===== src/rtl/skeleton_sequencer.sv =====
// Host-side controller for one test skeleton: accepts host commands, runs the
// skeleton with a bounded wait, and returns results, header or statistics.
module skeleton_sequencer #(
  parameter int BITWIDTH_SYS   = 16,
  parameter int BITWIDTH_HEAD  = 26,
  parameter int TIMEOUT_CYCLES = 1024
) (
  input  logic                     CLK_SYS,
  input  logic                     RSTN,
  input  logic                     CMD_VALID,
  output logic                     CMD_READY,
  input  logic [1:0]               CMD_OP,
  input  logic [BITWIDTH_SYS-1:0]  CMD_DATA,
  output logic                     RSP_VALID,
  input  logic                     RSP_READY,
  output logic [BITWIDTH_HEAD-1:0] RSP_DATA,
  output logic                     RSP_ERR,
  output logic                     DUT_EN,
  output logic                     DUT_TRGG,
  output logic [BITWIDTH_SYS-1:0]  DUT_DATA_IN,
  input  logic [BITWIDTH_SYS-1:0]  DUT_DATA_OUT,
  input  logic [BITWIDTH_HEAD-1:0] DUT_HEAD,
  input  logic                     DUT_VALID,
  output logic [1:0]               DBG_STATE,
  output logic [15:0]              DBG_RUN_CNT,
  output logic [15:0]              DBG_ERR_CNT
);

  // Handshakes: a transfer happens on a rising edge where valid && ready;
  // RSP_VALID/RSP_DATA/RSP_ERR stay frozen until that edge.

  localparam int CW = $clog2(TIMEOUT_CYCLES + 1);
  localparam logic [CW-1:0] TO_LIM = CW'(TIMEOUT_CYCLES);

  localparam logic [1:0] OP_READ_HEAD = 2'd0;
  localparam logic [1:0] OP_RUN       = 2'd1;
  localparam logic [1:0] OP_SET_EN    = 2'd2;
  localparam logic [1:0] OP_READ_STAT = 2'd3;

  typedef enum logic [1:0] {
    S_IDLE = 2'd0,
    S_TRIG = 2'd1,
    S_WAIT = 2'd2,
    S_RESP = 2'd3
  } state_t;

  state_t                   state_q;
  logic [CW-1:0]            wait_cnt_q;
  logic [15:0]              run_cnt_q;
  logic [15:0]              err_cnt_q;
  logic                     rsp_valid_q;
  logic [BITWIDTH_HEAD-1:0] rsp_data_q;
  logic                     rsp_err_q;
  logic                     en_q;
  logic                     trgg_q;
  logic [BITWIDTH_SYS-1:0]  din_q;

  always_ff @(posedge CLK_SYS) begin
    if (!RSTN) begin
      state_q     <= S_IDLE;
      wait_cnt_q  <= '0;
      run_cnt_q   <= '0;
      err_cnt_q   <= '0;
      rsp_valid_q <= 1'b0;
      rsp_data_q  <= '0;
      rsp_err_q   <= 1'b0;
      en_q        <= 1'b0;
      trgg_q      <= 1'b0;
      din_q       <= '0;
    end else begin
      case (state_q)
        S_IDLE: begin
          if (CMD_VALID) begin
            case (CMD_OP)
              OP_READ_HEAD: begin
                rsp_data_q  <= DUT_HEAD;
                rsp_err_q   <= 1'b0;
                rsp_valid_q <= 1'b1;
                state_q     <= S_RESP;
              end
              OP_SET_EN: begin
                en_q        <= CMD_DATA[0];
                rsp_data_q  <= BITWIDTH_HEAD'(CMD_DATA[0]);
                rsp_err_q   <= 1'b0;
                rsp_valid_q <= 1'b1;
                state_q     <= S_RESP;
              end
              OP_READ_STAT: begin
                rsp_data_q  <= BITWIDTH_HEAD'({err_cnt_q[7:0], run_cnt_q[7:0]});
                rsp_err_q   <= 1'b0;
                rsp_valid_q <= 1'b1;
                state_q     <= S_RESP;
              end
              default: begin
                // A run on a disabled skeleton is refused without a trigger.
                if (en_q) begin
                  din_q   <= CMD_DATA;
                  trgg_q  <= 1'b1;
                  state_q <= S_TRIG;
                end else begin
                  rsp_data_q  <= '0;
                  rsp_err_q   <= 1'b1;
                  rsp_valid_q <= 1'b1;
                  err_cnt_q   <= err_cnt_q + 16'd1;
                  state_q     <= S_RESP;
                end
              end
            endcase
          end
        end
        S_TRIG: begin
          trgg_q     <= 1'b0;
          wait_cnt_q <= '0;
          state_q    <= S_WAIT;
        end
        S_WAIT: begin
          // A result in the final wait cycle still wins over the timeout.
          if (DUT_VALID) begin
            rsp_data_q  <= BITWIDTH_HEAD'(DUT_DATA_OUT);
            rsp_err_q   <= 1'b0;
            rsp_valid_q <= 1'b1;
            run_cnt_q   <= run_cnt_q + 16'd1;
            state_q     <= S_RESP;
          end else if (wait_cnt_q == TO_LIM) begin
            rsp_data_q  <= '0;
            rsp_err_q   <= 1'b1;
            rsp_valid_q <= 1'b1;
            err_cnt_q   <= err_cnt_q + 16'd1;
            state_q     <= S_RESP;
          end else begin
            wait_cnt_q <= wait_cnt_q + CW'(1);
          end
        end
        default: begin
          if (RSP_READY) begin
            rsp_valid_q <= 1'b0;
            state_q     <= S_IDLE;
          end
        end
      endcase
    end
  end

  assign CMD_READY   = (state_q == S_IDLE);
  assign RSP_VALID   = rsp_valid_q;
  assign RSP_DATA    = rsp_data_q;
  assign RSP_ERR     = rsp_err_q;
  assign DUT_EN      = en_q;
  assign DUT_TRGG    = trgg_q;
  assign DUT_DATA_IN = din_q;
  assign DBG_STATE   = state_q;
  assign DBG_RUN_CNT = run_cnt_q;
  assign DBG_ERR_CNT = err_cnt_q;

endmodule


===== config.mk =====
export PLATFORM = sky130hd
export DESIGN_NAME = skeleton_sequencer
export DESIGN_NICKNAME = d
export VERILOG_FILES = /design/src/rtl/skeleton_sequencer.sv
export SDC_FILE = /design/constraint.sdc
export NUM_CORES = 1
export LEC_CHECK = 0
export BUFFER_PORTS_ARGS = -buffer_cell sky130_fd_sc_hd__buf_2
export CAP_MARGIN = 0
export CORE_MARGIN = 5
export CORE_UTILIZATION = 45
export DETAILED_ROUTE_END_ITERATION = 12
export MAX_ROUTING_LAYER = met4
export PLACE_DENSITY_LB_ADDON = 0.08
export SYNTH_ARGS = -nofsm -noshare
export SYNTH_HDL_FRONTEND = slang
export SYNTH_SLANG_ARGS = --single-unit

===== constraint.sdc =====
create_clock -name CLK_SYS -period 4.8 [get_ports CLK_SYS]
set_input_delay 0.96 -clock CLK_SYS [delete_from_list [all_inputs] [get_ports CLK_SYS]]
set_output_delay 0.96 -clock CLK_SYS [all_outputs]
set_load 0.005 [all_outputs]

==> metrics list <==
* Result of the run: finished clean
* RSZ-0062 raised after global routing: false
- GR Overflow Total: 0
* Skew-Pair Late Insertion Delay: about 0.37 ns
- Synth area leaders: sky130_fd_sc_hd__dfxtp_1, sky130_fd_sc_hd__a21oi_1, sky130_fd_sc_hd__nand2_1, sky130_fd_sc_hd__a222oi_1, sky130_fd_sc_hd__mux2i_1
- Entering global routing, the biggest net connects 67 pins.
* R2R Path Start: DBG_STATE[0]
- STA classifies the critical path startpoint as a flip-flop.
- Endpoint arrival time on the critical path: around 3.4 ns
* Slowest cell on the critical path: sky130_fd_sc_hd__and2_1
- Synthesis handed over a netlist of about 490 instances.
* Power Density: 390.5 mW/mm^2
- The synthesized design spends more area on one cell type than any other, namely sky130_fd_sc_hd__dfxtp_1.
- After clock tree synthesis, the clock-pin slew on the worst setup and hold paths is ~0.10 ns.
- Measured along the x axis, the die boundary spans 106.5 um.
- Number of setup violations in the final report: 0
- In this run, synthesis inferred 0 flip-flops with an integrated enable.
* Total via count after detailed routing: ~4.2k
* Placed Instances: between 700 and 800
* Worst rel slew slack: between 10% and 20%
* Sequential cell area fraction in the yosys report: roughly 43%
- Vias in the first global route: around 3.9k
* Number of remaining DRC errors: 0
- The first global-routing pass estimated roughly 20000 um of wire.
- Summed over all cells, the static leakage comes to roughly 2.1 nW.
* Total power of the final layout: 2.003 mW
* Share of layout cells above drive strength 1: between 20% and 30%
- Excluding fillers, the count of instances in the completed layout stands at between 700 and 800.
* Classification of the worst setup path: reg2reg
- Most common flop cell mapped by yosys: sky130_fd_sc_hd__dfxtp_1
- Mean Syn Cell Area: roughly 8.6 sq um
* Share of synthesized flip-flops with an asynchronous set or reset: 0%
* Synth cell count leaders: sky130_fd_sc_hd__dfxtp_1, sky130_fd_sc_hd__nand2_1, sky130_fd_sc_hd__a21oi_1, sky130_fd_sc_hd__clkbuf_1, sky130_fd_sc_hd__nand3_1
- Slew at the pin closest to its max-slew limit: between 1 and 1.5 ns
- Summed over all nets, the half-perimeter wirelength after detailed placement is 8703 um.
- The number of buffers and inverters on the critical path is 2.
- Buffers added to address setup during post-CTS repair amount to 0.
- In this run the tool buffered the top-level ports with approximately 150 buffer cells.
- Maximum fanout encountered on the critical timing path: 27
* FILL cells: roughly 890
- Seq cells post-synth: 91
- Crit path launch: DBG_STATE[0]
* Crit Reg-Reg Endpoint: RSP_DATA[17]
* Vias per inst: 5.742
- Cell at the root of the clock tree: sky130_fd_sc_hd__clkbuf_8
- In this run, the number of DRC markers left after iteration 0 of detailed routing was between 300 and 400.
- Gates resized during post-CTS repair numbered 0.
* Antenna cells: 0
* Final core utilization: 56.05%
- Element type at the critical path end: flip-flop
- Routability-driven placement finished with a final weighted congestion of between 0.8 and 0.9.
* Number of hold buffers added after cts: 0
* Core region area: 0.009153 sq mm
- TritonCTS built the clock tree.
- In the final design database the tool counted 683 nets.
- The worst hold path belongs to the class reg2reg.
- Routed wire length: 12140 um
- The worst path needs about 3.1 ns of the cycle, external delays included.
- During synthesis, Yosys emitted a total of 0 warnings.
- The die covers ~0.011 sq mm.
- Summed over its instances, the top area cell type makes up about 43% of the synthesized netlist area.
- Final-report hold violation count: 0
- Max-cap violations in this run came to 0.
- The most critical setup path has its endpoint at RSP_DATA[17].
* Average routed wire per standard cell: between 15 and 20 um
* Most common cell type on the critical path: sky130_fd_sc_hd__inv_1
- Traced cell by cell, the critical path runs through inv_1 > ha_1 > inv_1 > o22ai_2 > and2_1 > mux2i_1.
- Cell depth of the worst setup path: 6
- Number of detailed-route iterations in the first pass: 5
- The initial utilization of the core area, before any placement, comes to 45.80%.
- Setup total negative slack on the finished layout was measured at 0 ns.
- Die Height: ~110 um
- The largest single stage delay on the critical path is between 1 and 1.5 ns.
* Total GRT Usage: a little over a fifth
- Max IR drop VDD: around 240 uV
* Count of clock tree sinks: just over 90
* H-Tree Depth: 3
- Summing every instance area after synthesis gives 0.004192 sq mm.
* Worst R2R Path Depth: 6
- In this run the remaining antenna-violating nets after routing total 0.
- Total count of max-transition violations in the final report: 0
* Initial antenna violation count: 0
- Of the available clock period, the critical path in the final layout requires 65.26%.
- For the final database, setup skew stands at 0.01616 ns.
- Number of library cell types mapped by synthesis: 45
- Register-to-register setup slack: between 1.5 and 2 ns
* # IOs: 146
* Post-synth net total: approximately 560
- Counting along the longest clock path gives a buffer depth of 2.
* Required time of the critical path: between 5 and 6 ns
* Cell family with the largest share of critical-path delay: simple AND/OR/NAND/NOR gates
- Number of buffers created by CTS: 9
- Synth-to-layout area growth: 22.39%
* Highest attainable clock frequency: roughly 320 MHz
- Most common cell in the synthesized netlist: sky130_fd_sc_hd__dfxtp_1
* Site Rows: 35
==> stage by stage <==
| step | setup WS (ns) | hold slack, ns | instance area, sq um |
|---|---|---|---|
| after floorplan | 2.467 | 0.4511 | 4192 |
| after global placement | 1.557 | 0.4392 | 4922 |
| after detailed placement | 1.443 | 0.4437 | 4922 |
| after CTS | 1.677 | 0.4582 | 5130 |
| after global routing | 1.313 | 0.4774 | 5130 |
| final | 1.667 | 0.4568 | 5130 |
==> area by class of cell <==
type                            count  area (sq um)  area share [%]
Clock buffer                       10         137.6           2.683
Inverter                           12         45.04          0.8780
Timing Repair Buffer              147         740.7           14.44
Sequential cell                    91          1822           35.51
Tap cell                          111         138.9           2.707
Clock inverter                      6         70.07           1.366
Multi-Input combinational cell    349          2176           42.41
==> cell families (layout without fill, tap and decap cells) <==
logic type	Yosys count	after routing	synth area share, %
AND/OR/NAND/NOR	180	180	22.12
adder cells (fa/ha/maj)	8	8	2.388
multiplexers	17	17	4.089
XOR/XNOR	13	13	2.716
flip-flops	91	91	43.46
buffers and inverters	48	175	4.895
AO/OA/AOI/OAI	131	131	20.33
==> how the worst min path moves through the flow <==
stage               cells past startpoint         endpoint  slack [ns]            start
floorplan                               2     RSP_DATA[16]        0.45     RSP_DATA[16]
detailed placement                      2  DUT_DATA_IN[14]        0.44  DUT_DATA_IN[14]
CTS                                     2  DUT_DATA_IN[14]        0.46  DUT_DATA_IN[14]
global placement                        2  DUT_DATA_IN[11]        0.44  DUT_DATA_IN[11]
finish                                  2  DUT_DATA_IN[14]        0.46  DUT_DATA_IN[14]
global route                            2     RSP_DATA[21]        0.48     RSP_DATA[21]
==> where the power goes <==
group | total, mW | internal, mW | switching [mW]
Combinational | 0.567 | 0.221 | 0.346
Sequential | 0.891 | 0.834 | 0.0570
Clock | 0.545 | 0.260 | 0.285
Total | 2.00 | 1.32 | 0.688
==> sequential cells by signal, indices dropped and copies added (netlist names) <==
signal / flops
DBG_ERR_CNT: 16
DBG_RUN_CNT: 16
DBG_STATE: 2
DUT_DATA_IN: 16
DUT_EN: 1
DUT_TRGG: 1
RSP_DATA: 26
RSP_ERR: 1
RSP_VALID: 1
wait_cnt_q: 11
==> cell usage in the layout, fill, tap and decap left out, types with 2 or more instances in the layout <==
| cell | n |
|---|---|
| sky130_fd_sc_hd__a21oi_1 | 62 |
| sky130_fd_sc_hd__nor4b_1 | 2 |
| sky130_fd_sc_hd__o31ai_1 | 15 |
| sky130_fd_sc_hd__dfxtp_1 | 91 |
| sky130_fd_sc_hd__buf_4 | 2 |
| sky130_fd_sc_hd__nor4_1 | 5 |
| sky130_fd_sc_hd__nand2b_1 | 5 |
| sky130_fd_sc_hd__a222oi_1 | 16 |
| sky130_fd_sc_hd__nor2_1 | 18 |
| sky130_fd_sc_hd__and4_1 | 5 |
| sky130_fd_sc_hd__clkinv_4 | 2 |
| sky130_fd_sc_hd__buf_2 | 145 |
| sky130_fd_sc_hd__nand2_1 | 67 |
| sky130_fd_sc_hd__nand4_1 | 14 |
| sky130_fd_sc_hd__and2_1 | 5 |
| sky130_fd_sc_hd__or3_1 | 10 |
| sky130_fd_sc_hd__or4_1 | 14 |
| sky130_fd_sc_hd__a211oi_1 | 16 |
| sky130_fd_sc_hd__xor2_1 | 8 |
| sky130_fd_sc_hd__ha_1 | 8 |
| sky130_fd_sc_hd__nand3_1 | 23 |
| sky130_fd_sc_hd__xnor2_1 | 5 |
| sky130_fd_sc_hd__o21ai_0 | 12 |
| sky130_fd_sc_hd__mux2i_1 | 16 |
| sky130_fd_sc_hd__clkbuf_8 | 10 |
| sky130_fd_sc_hd__and3_1 | 5 |
| sky130_fd_sc_hd__inv_1 | 11 |
| sky130_fd_sc_hd__inv_6 | 2 |
==> tightest hold or removal path, cell delays in order, from the launching register on <==
cell                      delay, ns
sky130_fd_sc_hd__dfxtp_1       0.32
sky130_fd_sc_hd__nand2_1       0.05
sky130_fd_sc_hd__a21oi_1       0.05
==> routing by layer <==
layer,wire [um],part of all wire [%],vias up,track usage (%)
met2,6017,50,152,35.61
li1,-,-,2048,-
met5,0,0,-,-
met3,804,6.6,13,3.400
met4,116,0.96,0,7.397
met1,5199,43,1956,28.15
Note: power is estimated with default switching activity, not from simulation.
